## src/rtl/spi_xip_pkg.sv

```systemverilog
// Shared definitions for the SPI execute-in-place bridge: SPI register map,
// CTRL bit positions, flash READ opcode and the sequencer state encoding.
package spi_xip_pkg;

    localparam logic [4:0] REG_RX0     = 5'h00;
    localparam logic [4:0] REG_TX1     = 5'h04;
    localparam logic [4:0] REG_CTRL    = 5'h10;
    localparam logic [4:0] REG_DIVIDER = 5'h14;
    localparam logic [4:0] REG_SS      = 5'h18;

    localparam int CTRL_GO_BIT     = 8;
    localparam int CTRL_TX_NEG_BIT = 10;
    localparam int CTRL_ASS_BIT    = 13;

    localparam logic [6:0] XIP_CHAR_LEN  = 7'd64;
    localparam logic [7:0] FLASH_READ_OP = 8'h03;

    // Opcode + 24-bit address + 32 data bits shifted in one 64-bit character.
    localparam logic [31:0] XIP_CTRL = (32'h1 << CTRL_ASS_BIT)
                                     | (32'h1 << CTRL_TX_NEG_BIT)
                                     | (32'h1 << CTRL_GO_BIT)
                                     | {25'd0, XIP_CHAR_LEN};

    typedef enum logic [3:0] {
        ST_IDLE,
        ST_ERR,
        ST_PASS,
        ST_WR_TX1,
        ST_WR_DIV,
        ST_WR_SS,
        ST_WR_CTRL,
        ST_POLL,
        ST_RD_RX,
        ST_WR_SSCLR,
        ST_RESP
    } xip_state_e;

    // Flash returns the first byte in the most significant lane of RX0.
    function automatic logic [31:0] byte_swap(input logic [31:0] w);
        return {w[7:0], w[15:8], w[23:16], w[31:24]};
    endfunction

endpackage

```

## src/rtl/spi_xip_apb_mst.sv

```systemverilog
// Single-access APB master: a start pulse launches one SETUP/ACCESS pair;
// o_done is high in the ACCESS cycle that the slave completes.
module spi_xip_apb_mst (
    input  logic        clock,
    input  logic        reset_n,
    input  logic        i_start,
    input  logic [31:0] i_addr,
    input  logic [31:0] i_wdata,
    input  logic        i_write,
    input  logic [3:0]  i_strb,
    input  logic [2:0]  i_prot,
    output logic        o_done,
    output logic [31:0] o_rdata,
    output logic        o_err,
    output logic [31:0] o_paddr,
    output logic        o_psel,
    output logic        o_penable,
    output logic        o_pwrite,
    output logic [31:0] o_pwdata,
    output logic [3:0]  o_pstrb,
    output logic [2:0]  o_pprot,
    input  logic        i_pready,
    input  logic [31:0] i_prdata,
    input  logic        i_pslverr
);

    logic [31:0] r_paddr;
    logic        r_psel;
    logic        r_penable;
    logic        r_pwrite;
    logic [31:0] r_pwdata;
    logic [3:0]  r_pstrb;
    logic [2:0]  r_pprot;

    always_ff @(posedge clock or negedge reset_n) begin
        if (!reset_n) begin
            r_paddr   <= 32'h0;
            r_psel    <= 1'b0;
            r_penable <= 1'b0;
            r_pwrite  <= 1'b0;
            r_pwdata  <= 32'h0;
            r_pstrb   <= 4'h0;
            r_pprot   <= 3'h0;
        end else if (r_psel && r_penable) begin
            if (i_pready) begin
                r_psel    <= 1'b0;
                r_penable <= 1'b0;
            end
        end else if (r_psel) begin
            r_penable <= 1'b1;
        end else if (i_start) begin
            r_psel   <= 1'b1;
            r_paddr  <= i_addr;
            r_pwrite <= i_write;
            r_pwdata <= i_wdata;
            r_pstrb  <= i_strb;
            r_pprot  <= i_prot;
        end
    end

    assign o_done    = r_psel & r_penable & i_pready;
    assign o_rdata   = i_prdata;
    assign o_err     = i_pslverr;
    assign o_paddr   = r_paddr;
    assign o_psel    = r_psel;
    assign o_penable = r_penable;
    assign o_pwrite  = r_pwrite;
    assign o_pwdata  = r_pwdata;
    assign o_pstrb   = r_pstrb;
    assign o_pprot   = r_pprot;

endmodule

```

## src/rtl/spi_xip_ctrl.sv

```systemverilog
// APB front end for spi_top_apb: register passthrough plus flash XIP word reads.
// Optional SPI_XIP_LASTWORD_EN keeps the most recent XIP word for repeat hits.
module spi_xip_ctrl
    import spi_xip_pkg::*;
#(
    parameter logic [31:0] SPI_BASE   = 32'h1000_1000,
    parameter logic [31:0] FLASH_BASE = 32'h3000_0000,
    parameter logic [31:0] FLASH_END  = 32'h3fff_ffff,
    parameter logic [31:0] SPI_DIV    = 32'h0000_0001,
    parameter logic [7:0]  SS_MASK    = 8'h01
) (
    input  logic        clock,
    input  logic        reset_n,
    input  logic [31:0] in_paddr,
    input  logic        in_psel,
    input  logic        in_penable,
    input  logic        in_pwrite,
    input  logic [31:0] in_pwdata,
    input  logic [3:0]  in_pstrb,
    input  logic [2:0]  in_pprot,
    output logic        in_pready,
    output logic [31:0] in_prdata,
    output logic        in_pslverr,
    output logic [31:0] out_paddr,
    output logic        out_psel,
    output logic        out_penable,
    output logic        out_pwrite,
    output logic [31:0] out_pwdata,
    output logic [3:0]  out_pstrb,
    output logic [2:0]  out_pprot,
    input  logic        out_pready,
    input  logic [31:0] out_prdata,
    input  logic        out_pslverr
);

    xip_state_e  r_state;
    logic        r_in_pready;
    logic [31:0] r_in_prdata;
    logic        r_in_pslverr;
    logic [21:0] r_req_word;
    logic        r_abort;
    logic [31:0] r_rx;
    logic        r_start;
    logic [31:0] r_mst_addr;
    logic [31:0] r_mst_wdata;
    logic        r_mst_write;
    logic [3:0]  r_mst_strb;
    logic [2:0]  r_mst_prot;

    logic        w_accept;
    logic        w_hit_spi;
    logic        w_hit_flash;
    logic        w_mst_done;
    logic [31:0] w_mst_rdata;
    logic        w_mst_err;
    logic        w_lw_hit;
    logic [31:0] w_lw_data;
    xip_state_e  w_xip_next;
    logic [21:0] w_acc_word;
    logic [4:0]  w_acc_off;
    logic        w_acc_write;
    logic [31:0] w_acc_wdata;
    logic [31:0] w_acc_addr;

    assign w_accept    = (r_state == ST_IDLE) && in_psel && !in_penable;
    assign w_hit_spi   = (in_paddr[31:5] == SPI_BASE[31:5]);
    assign w_hit_flash = (in_paddr >= FLASH_BASE) && (in_paddr <= FLASH_END);
    assign w_acc_word  = (r_state == ST_IDLE) ? in_paddr[23:2] : r_req_word;

    // Successor of the current XIP step; a slave error diverts to the SS release.
    always_comb begin
        w_xip_next = ST_WR_SSCLR;
        case (r_state)
            ST_IDLE:    w_xip_next = ST_WR_TX1;
            ST_WR_TX1:  w_xip_next = ST_WR_DIV;
            ST_WR_DIV:  w_xip_next = ST_WR_SS;
            ST_WR_SS:   w_xip_next = ST_WR_CTRL;
            ST_WR_CTRL: w_xip_next = ST_POLL;
            ST_POLL:    w_xip_next = w_mst_rdata[CTRL_GO_BIT] ? ST_POLL : ST_RD_RX;
            ST_RD_RX:   w_xip_next = ST_WR_SSCLR;
            default:    w_xip_next = ST_WR_SSCLR;
        endcase
        if (r_state != ST_IDLE && w_mst_err) begin
            w_xip_next = ST_WR_SSCLR;
        end
    end

    always_comb begin
        w_acc_off   = REG_SS;
        w_acc_write = 1'b1;
        w_acc_wdata = 32'h0;
        case (w_xip_next)
            ST_WR_TX1: begin
                w_acc_off   = REG_TX1;
                w_acc_wdata = {FLASH_READ_OP, w_acc_word, 2'b00};
            end
            ST_WR_DIV: begin
                w_acc_off   = REG_DIVIDER;
                w_acc_wdata = SPI_DIV;
            end
            ST_WR_SS: begin
                w_acc_off   = REG_SS;
                w_acc_wdata = {24'd0, SS_MASK};
            end
            ST_WR_CTRL: begin
                w_acc_off   = REG_CTRL;
                w_acc_wdata = XIP_CTRL;
            end
            ST_POLL: begin
                w_acc_off   = REG_CTRL;
                w_acc_write = 1'b0;
            end
            ST_RD_RX: begin
                w_acc_off   = REG_RX0;
                w_acc_write = 1'b0;
            end
            default: begin
                w_acc_off   = REG_SS;
                w_acc_wdata = 32'h0;
            end
        endcase
    end

    assign w_acc_addr = SPI_BASE + {27'd0, w_acc_off};

`ifdef SPI_XIP_LASTWORD_EN
    logic        r_lw_valid;
    logic [29:0] r_lw_word;
    logic [31:0] r_lw_data;
    logic [7:0]  r_req_tag;
    logic        w_lw_fill;
    logic        w_lw_inval;

    assign w_lw_fill  = (r_state == ST_WR_SSCLR) && w_mst_done && !r_abort && !w_mst_err;
    assign w_lw_inval = w_accept && w_hit_spi && in_pwrite;
    assign w_lw_hit   = r_lw_valid && (r_lw_word == in_paddr[31:2]);
    assign w_lw_data  = r_lw_data;

    always_ff @(posedge clock or negedge reset_n) begin
        if (!reset_n) begin
            r_lw_valid <= 1'b0;
            r_lw_word  <= 30'h0;
            r_lw_data  <= 32'h0;
            r_req_tag  <= 8'h0;
        end else begin
            if (w_accept) begin
                r_req_tag <= in_paddr[31:24];
            end
            if (w_lw_inval) begin
                r_lw_valid <= 1'b0;
            end else if (w_lw_fill) begin
                r_lw_valid <= 1'b1;
                r_lw_word  <= {r_req_tag, r_req_word};
                r_lw_data  <= r_rx;
            end
        end
    end
`else
    assign w_lw_hit  = 1'b0;
    assign w_lw_data = 32'h0;
`endif

    always_ff @(posedge clock or negedge reset_n) begin
        if (!reset_n) begin
            r_state      <= ST_IDLE;
            r_in_pready  <= 1'b0;
            r_in_prdata  <= 32'h0;
            r_in_pslverr <= 1'b0;
            r_req_word   <= 22'h0;
            r_abort      <= 1'b0;
            r_rx         <= 32'h0;
            r_start      <= 1'b0;
            r_mst_addr   <= 32'h0;
            r_mst_wdata  <= 32'h0;
            r_mst_write  <= 1'b0;
            r_mst_strb   <= 4'h0;
            r_mst_prot   <= 3'h0;
        end else begin
            r_start      <= 1'b0;
            r_in_pready  <= 1'b0;
            r_in_pslverr <= 1'b0;
            r_in_prdata  <= 32'h0;
            case (r_state)
                ST_IDLE: begin
                    if (w_accept) begin
                        r_req_word <= in_paddr[23:2];
                        r_abort    <= 1'b0;
                        if (w_hit_spi) begin
                            r_state     <= ST_PASS;
                            r_start     <= 1'b1;
                            r_mst_addr  <= in_paddr;
                            r_mst_wdata <= in_pwdata;
                            r_mst_write <= in_pwrite;
                            r_mst_strb  <= in_pstrb;
                            r_mst_prot  <= in_pprot;
                        end else if (w_hit_flash && !in_pwrite) begin
                            if (w_lw_hit) begin
                                r_state     <= ST_RESP;
                                r_in_pready <= 1'b1;
                                r_in_prdata <= byte_swap(w_lw_data);
                            end else begin
                                r_state     <= w_xip_next;
                                r_start     <= 1'b1;
                                r_mst_addr  <= w_acc_addr;
                                r_mst_wdata <= w_acc_wdata;
                                r_mst_write <= w_acc_write;
                                r_mst_strb  <= 4'hf;
                                r_mst_prot  <= 3'h0;
                            end
                        end else begin
                            r_state      <= ST_ERR;
                            r_in_pready  <= 1'b1;
                            r_in_pslverr <= 1'b1;
                        end
                    end
                end
                ST_PASS: begin
                    if (w_mst_done) begin
                        r_state      <= ST_RESP;
                        r_in_pready  <= 1'b1;
                        r_in_prdata  <= w_mst_rdata;
                        r_in_pslverr <= w_mst_err;
                    end
                end
                ST_ERR, ST_RESP: begin
                    r_state <= ST_IDLE;
                end
                default: begin
                    if (w_mst_done) begin
                        if (r_state == ST_RD_RX) begin
                            r_rx <= w_mst_rdata;
                        end
                        if (r_state == ST_WR_SSCLR) begin
                            r_state     <= ST_RESP;
                            r_in_pready <= 1'b1;
                            if (r_abort || w_mst_err) begin
                                r_in_pslverr <= 1'b1;
                            end else begin
                                r_in_prdata <= byte_swap(r_rx);
                            end
                        end else begin
                            if (w_mst_err) begin
                                r_abort <= 1'b1;
                            end
                            r_state     <= w_xip_next;
                            r_start     <= 1'b1;
                            r_mst_addr  <= w_acc_addr;
                            r_mst_wdata <= w_acc_wdata;
                            r_mst_write <= w_acc_write;
                            r_mst_strb  <= 4'hf;
                            r_mst_prot  <= 3'h0;
                        end
                    end
                end
            endcase
        end
    end

    assign in_pready  = r_in_pready;
    assign in_prdata  = r_in_prdata;
    assign in_pslverr = r_in_pslverr;

    spi_xip_apb_mst u_mst (
        .clock     (clock),
        .reset_n   (reset_n),
        .i_start   (r_start),
        .i_addr    (r_mst_addr),
        .i_wdata   (r_mst_wdata),
        .i_write   (r_mst_write),
        .i_strb    (r_mst_strb),
        .i_prot    (r_mst_prot),
        .o_done    (w_mst_done),
        .o_rdata   (w_mst_rdata),
        .o_err     (w_mst_err),
        .o_paddr   (out_paddr),
        .o_psel    (out_psel),
        .o_penable (out_penable),
        .o_pwrite  (out_pwrite),
        .o_pwdata  (out_pwdata),
        .o_pstrb   (out_pstrb),
        .o_pprot   (out_pprot),
        .i_pready  (out_pready),
        .i_prdata  (out_prdata),
        .i_pslverr (out_pslverr)
    );

endmodule

```

## config.mk

```make
export PLATFORM = sky130hd
export DESIGN_NAME = spi_xip_ctrl
export DESIGN_NICKNAME = d
export VERILOG_FILES = /design/src/rtl/spi_xip_pkg.sv /design/src/rtl/spi_xip_apb_mst.sv /design/src/rtl/spi_xip_ctrl.sv
export SDC_FILE = /design/constraint.sdc
export NUM_CORES = 1
export LEC_CHECK = 0
export ABC_AREA = 1
export BUFFER_PORTS_ARGS = -buffer_cell sky130_fd_sc_hd__buf_4
export CORE_ASPECT_RATIO = 0.75
export CORE_UTILIZATION = 57
export DETAILED_ROUTE_END_ITERATION = 16
export PLACE_DENSITY = 0.86
export SLEW_MARGIN = 5
export SYNTH_ARGS = -nofsm -noshare
export SYNTH_HDL_FRONTEND = slang
export SYNTH_SLANG_ARGS = --single-unit
```

## constraint.sdc

```tcl
create_clock -name clock -period 3.1 [get_ports clock]
set_input_delay 0.31 -clock clock [delete_from_list [all_inputs] [get_ports clock]]
set_output_delay 0.31 -clock clock [all_outputs]
set_load 0.005 [all_outputs]
```

==> results by group <==
Cells and area
  • Most frequent cells in the layout: nand2_1, buf_4, dfrtp_1, o21ai_0, inv_1
  • FF/Latch Area: roughly 0.0055 mm2
  • Ant diodes: 0
  • Post-route cell area: 0.0115 mm2
  • Final Util: about three quarters
  • # fillers: 1110
  • Share of layout cells above drive strength 1: between 20% and 30%
  • Most common cell after layout, fill and taps aside: nand2_1
  • Multi-input combinational cell area: approximately 0.0029 mm2
  • Layout area overhead: 26.4%
  • Nets@finish: ~1300

Global routing
  • Vias in the first global route: between 7000 and 8000
  • Tot GR Track Use: between 20 and 30%
  • Pin count of the biggest net entering global routing: 83
  • GR Overflow Total: 0
  • First-pass GRT wire length: 36.7 mm
  • Initial antenna violation count: 0

Timing
  • Hold_ws: 0.0918 ns
  • Max_slew headroom: between 30% and 40%
  • Final-report hold violation count: 0
  • Final worst slack: ~0.72 ns
  • Min Tclk post-route: approximately 2.4 ns
  • RSZ-0062 raised after global routing: false
  • Fmax: ~420 MHz
  • Clock skew: about 0.0097 ns
  • Setup violators final: 0
  • Total negative slack: 0 ns
  • Tcrit/Tclk final: 76.7%
  • Tightest Pin Transition: 1.04 ns
  • Pins Over Slew Limit: 0

Synth
  • Compound-cell area share of the yosys netlist: 9.56%
  • Synthesized flop and latch total: 218
  • Post-synth net total: around 1100
  • Synth area leader: dfrtp_1
  • Post-synthesis xor/xnor area fraction: 0%
  • Post-synthesis cell area: approximately 0.0091 mm2
  • YS warnings: 0
  • Largest family of logic cells by synthesized area: simple AND/OR/NAND/NOR gates
  • Netlist cell types: 28
  • Synth top area share: between 60% and 70%
  • Multiplexer share of the synthesized area: 3.85%
  • Post-synthesis simple-gate area fraction: between 10% and 20%
  • Adder-cell share of the synthesized area: 0%
  • Seq/Total Area, Yosys: between 60% and 70%
  • Top post-synthesis cells by area: dfrtp_1, nand2_1, o21ai_0
  • Mean Syn Cell Area: around 9.1 um2
  • Cells after synthesis: roughly 1000

Setup path
  • Worst path slowest cell: nand2_2
  • Arr. time, crit path: approximately 2.7 ns
  • Worst reg2reg path depth: 7
  • R2r setup slk: 0.72 ns
  • Critical path data required time: around 3.5 ns
  • Cell family with most CP delay: simple AND/OR/NAND/NOR gates
  • Crit end category: flip-flop
  • R2R Path End: r_mst_strb[3]
  • Crit path max fanout: 39
  • R2r startpoint: r_state[0]
  • Startpoint types: flip-flop
  • CP Class: reg -> reg
  • Buf+Inv Stages, Crit Path: 2
  • Critical-path cell list: nor2_4 > nand2_4 > inv_4 > nand3_1 > nand2_2 > buf_4 > o21ai_0
  • Largest stage delay, worst path: roughly 0.5 ns

Placed design
  • DP Wirelength: approximately 16 mm
  • PortBufs: 217
  • Post-Place Worst Slack: between 0.7 and 0.8 ns
  • Post-place instance area: 0.0108 mm2
  • Final GP Congestion: between 0.8 and 0.9

Power and ir drop
  • Clock share of power: approximately 27%
  • Reg power frac: roughly 46%
  • Pleak: around 0.0060 uW
  • Sw Ratio: between 30% and 40%
  • Combinational power share: 27.0%
  • Power per cell area: 765 mW/mm2
  • Int Pwr: between 5000 and 6000 uW
  • Net Sw Power: between 2000 and 3000 uW
  • Worst ir drop on vdd: between 0.4 and 0.5 mV

Clock tree
  • H-tree Lvls: 1
  • Root Driver: clkbuf_16
  • Bufs on Longest Clock Path: 3
  • Clock sink count: 218
  • Post-cts resize count: 0
  • Worst-path clk slew: 0.06 ns
  • TritonCTS clock tree: built
  • Inserted Clock Buffers: 21
  • Latest clock arrival within the worst-skew pair: between 0.4 and 0.5 ns

Routing
  • Drt first pass iters: 7
  • Vias per cell: 5.27
  • Antenna-violating nets left: 0
  • Initial drt markers: ~550
  • Final wirelength: 22.7 mm
  • DRC Markers: 0
  • WL/cell: ~16 um
  • Via count: about 7500

Floorplanning
  • Initial Util: 59.0%
  • Core box area: around 0.015 mm2
  • Die Span X: 148 um
  • Top-Level Pins: 218
  • Die H: approximately 110 um
  • Row count: 39
  • Die footprint: around 0.016 mm2

Worst hold path
  • Hold path start: out_prdata[28]
  • Min-Delay Endpoint: in_prdata[28]
  • Worst Hold Class: in -> reg
  • Min-Delay Path Depth: 3

Run status
  • Status: finished clean

Job
  • Max-cap violations: 0
## flip-flops by register name, summed over array words and instances, names as in the netlist, 3 cells and up
| signal | count |
|---|---|
| in_prdata | 32 |
| r_mst_addr | 32 |
| r_mst_prot | 3 |
| r_mst_strb | 4 |
| r_mst_wdata | 32 |
| r_rx | 32 |
| r_state | 4 |
| u_mst.o_paddr | 32 |
| u_mst.o_pprot | 3 |
| u_mst.o_pstrb | 4 |
| u_mst.o_pwdata | 32 |
## power groups by stage
stage,clock (uW),sequential (uW),combinational [uW]
after floorplan,0,3980,1440
after global routing,2530,4110,2670
after CTS,2400,4020,2380
after detailed placement,0,4060,2360
after global placement,0,4030,2290
final,2370,4030,2370
## worst max-delay path by stage
stage,startpoint,end,slack (ns),cells after the start
2_1_floorplan,in_paddr[23],r_mst_addr[3],1.60,11
3_3_place_gp,r_state[1],r_mst_wdata[21],0.76,8
3_5_place_dp,u_mst.o_psel,r_rx[17],0.77,4
4_1_cts,u_mst.o_psel,r_rx[25],0.73,4
5_1_grt,u_mst.o_psel,r_rx[5],0.40,4
6_report,r_state[0],r_mst_strb[3],0.72,7
## worst reg2reg max path, stage by stage (launching register included)
cell,delay [ns]
dfrtp_1,0.45
nor2_4,0.21
nand2_4,0.23
inv_4,0.26
nand3_1,0.14
nand2_2,0.50
buf_4,0.35
o21ai_0,0.12
## routing by layer
layer | track usage [%] | vias up | part of all wire [%]
met5 | 0 | - | 0
met4 | 7.63 | 0 | 2.3
met3 | 5.43 | 35 | 8.2
met2 | 43.9 | 327 | 46
met1 | 40.5 | 3547 | 44
li1 | - | 3568 | -
## cell families after synthesis
logic type / Yosys count
mux: 31
buf+inv: 176
flops: 218
compound gates: 172
simple gates: 404
## per-stage QoR
stage          instances  total power (uW)
6_report            1420              8770
5_1_grt             1420              9310
4_1_cts             1420              8800
3_5_place_dp        1383              6410
3_3_place_gp        1383              6310
2_1_floorplan       1001              5420
## Yosys cell counts
master / count
nand4_1: 3
nor2_1: 79
buf_4: 2
o21ai_0: 134
a21oi_1: 16
nor2_2: 1
mux2_2: 31
a22oi_1: 1
nand3_1: 78
nor2_4: 2
nand3_2: 1
nand2_4: 2
buf_2: 12
nor3_1: 2
o22ai_1: 1
inv_4: 1
dfrtp_1: 218
nand2_1: 232
clkbuf_2: 1
clkbuf_1: 23
nor3_4: 1
inv_2: 3
o21ai_1: 19
buf_6: 4
nand2_2: 3
inv_1: 124
o21a_1: 1
buf_1: 6
## cell type report
type                            instances  area share (%)
Clock buffer                           34            5.36
Timing Repair Buffer                  226            15.1
Inverter                              128            4.21
Sequential cell                       218            47.6
Multi-Input combinational cell        607            25.4
Clock inverter                          2           0.109
Tap cell                              205            2.24
## what timing repair did
action | 4_1_cts | 5_1_grt
hold buffers | 1 | 0
hold endpoints to repair | 72 | 0
buffers inserted | 0 | 0
Note: power is estimated with default switching activity, not from simulation.
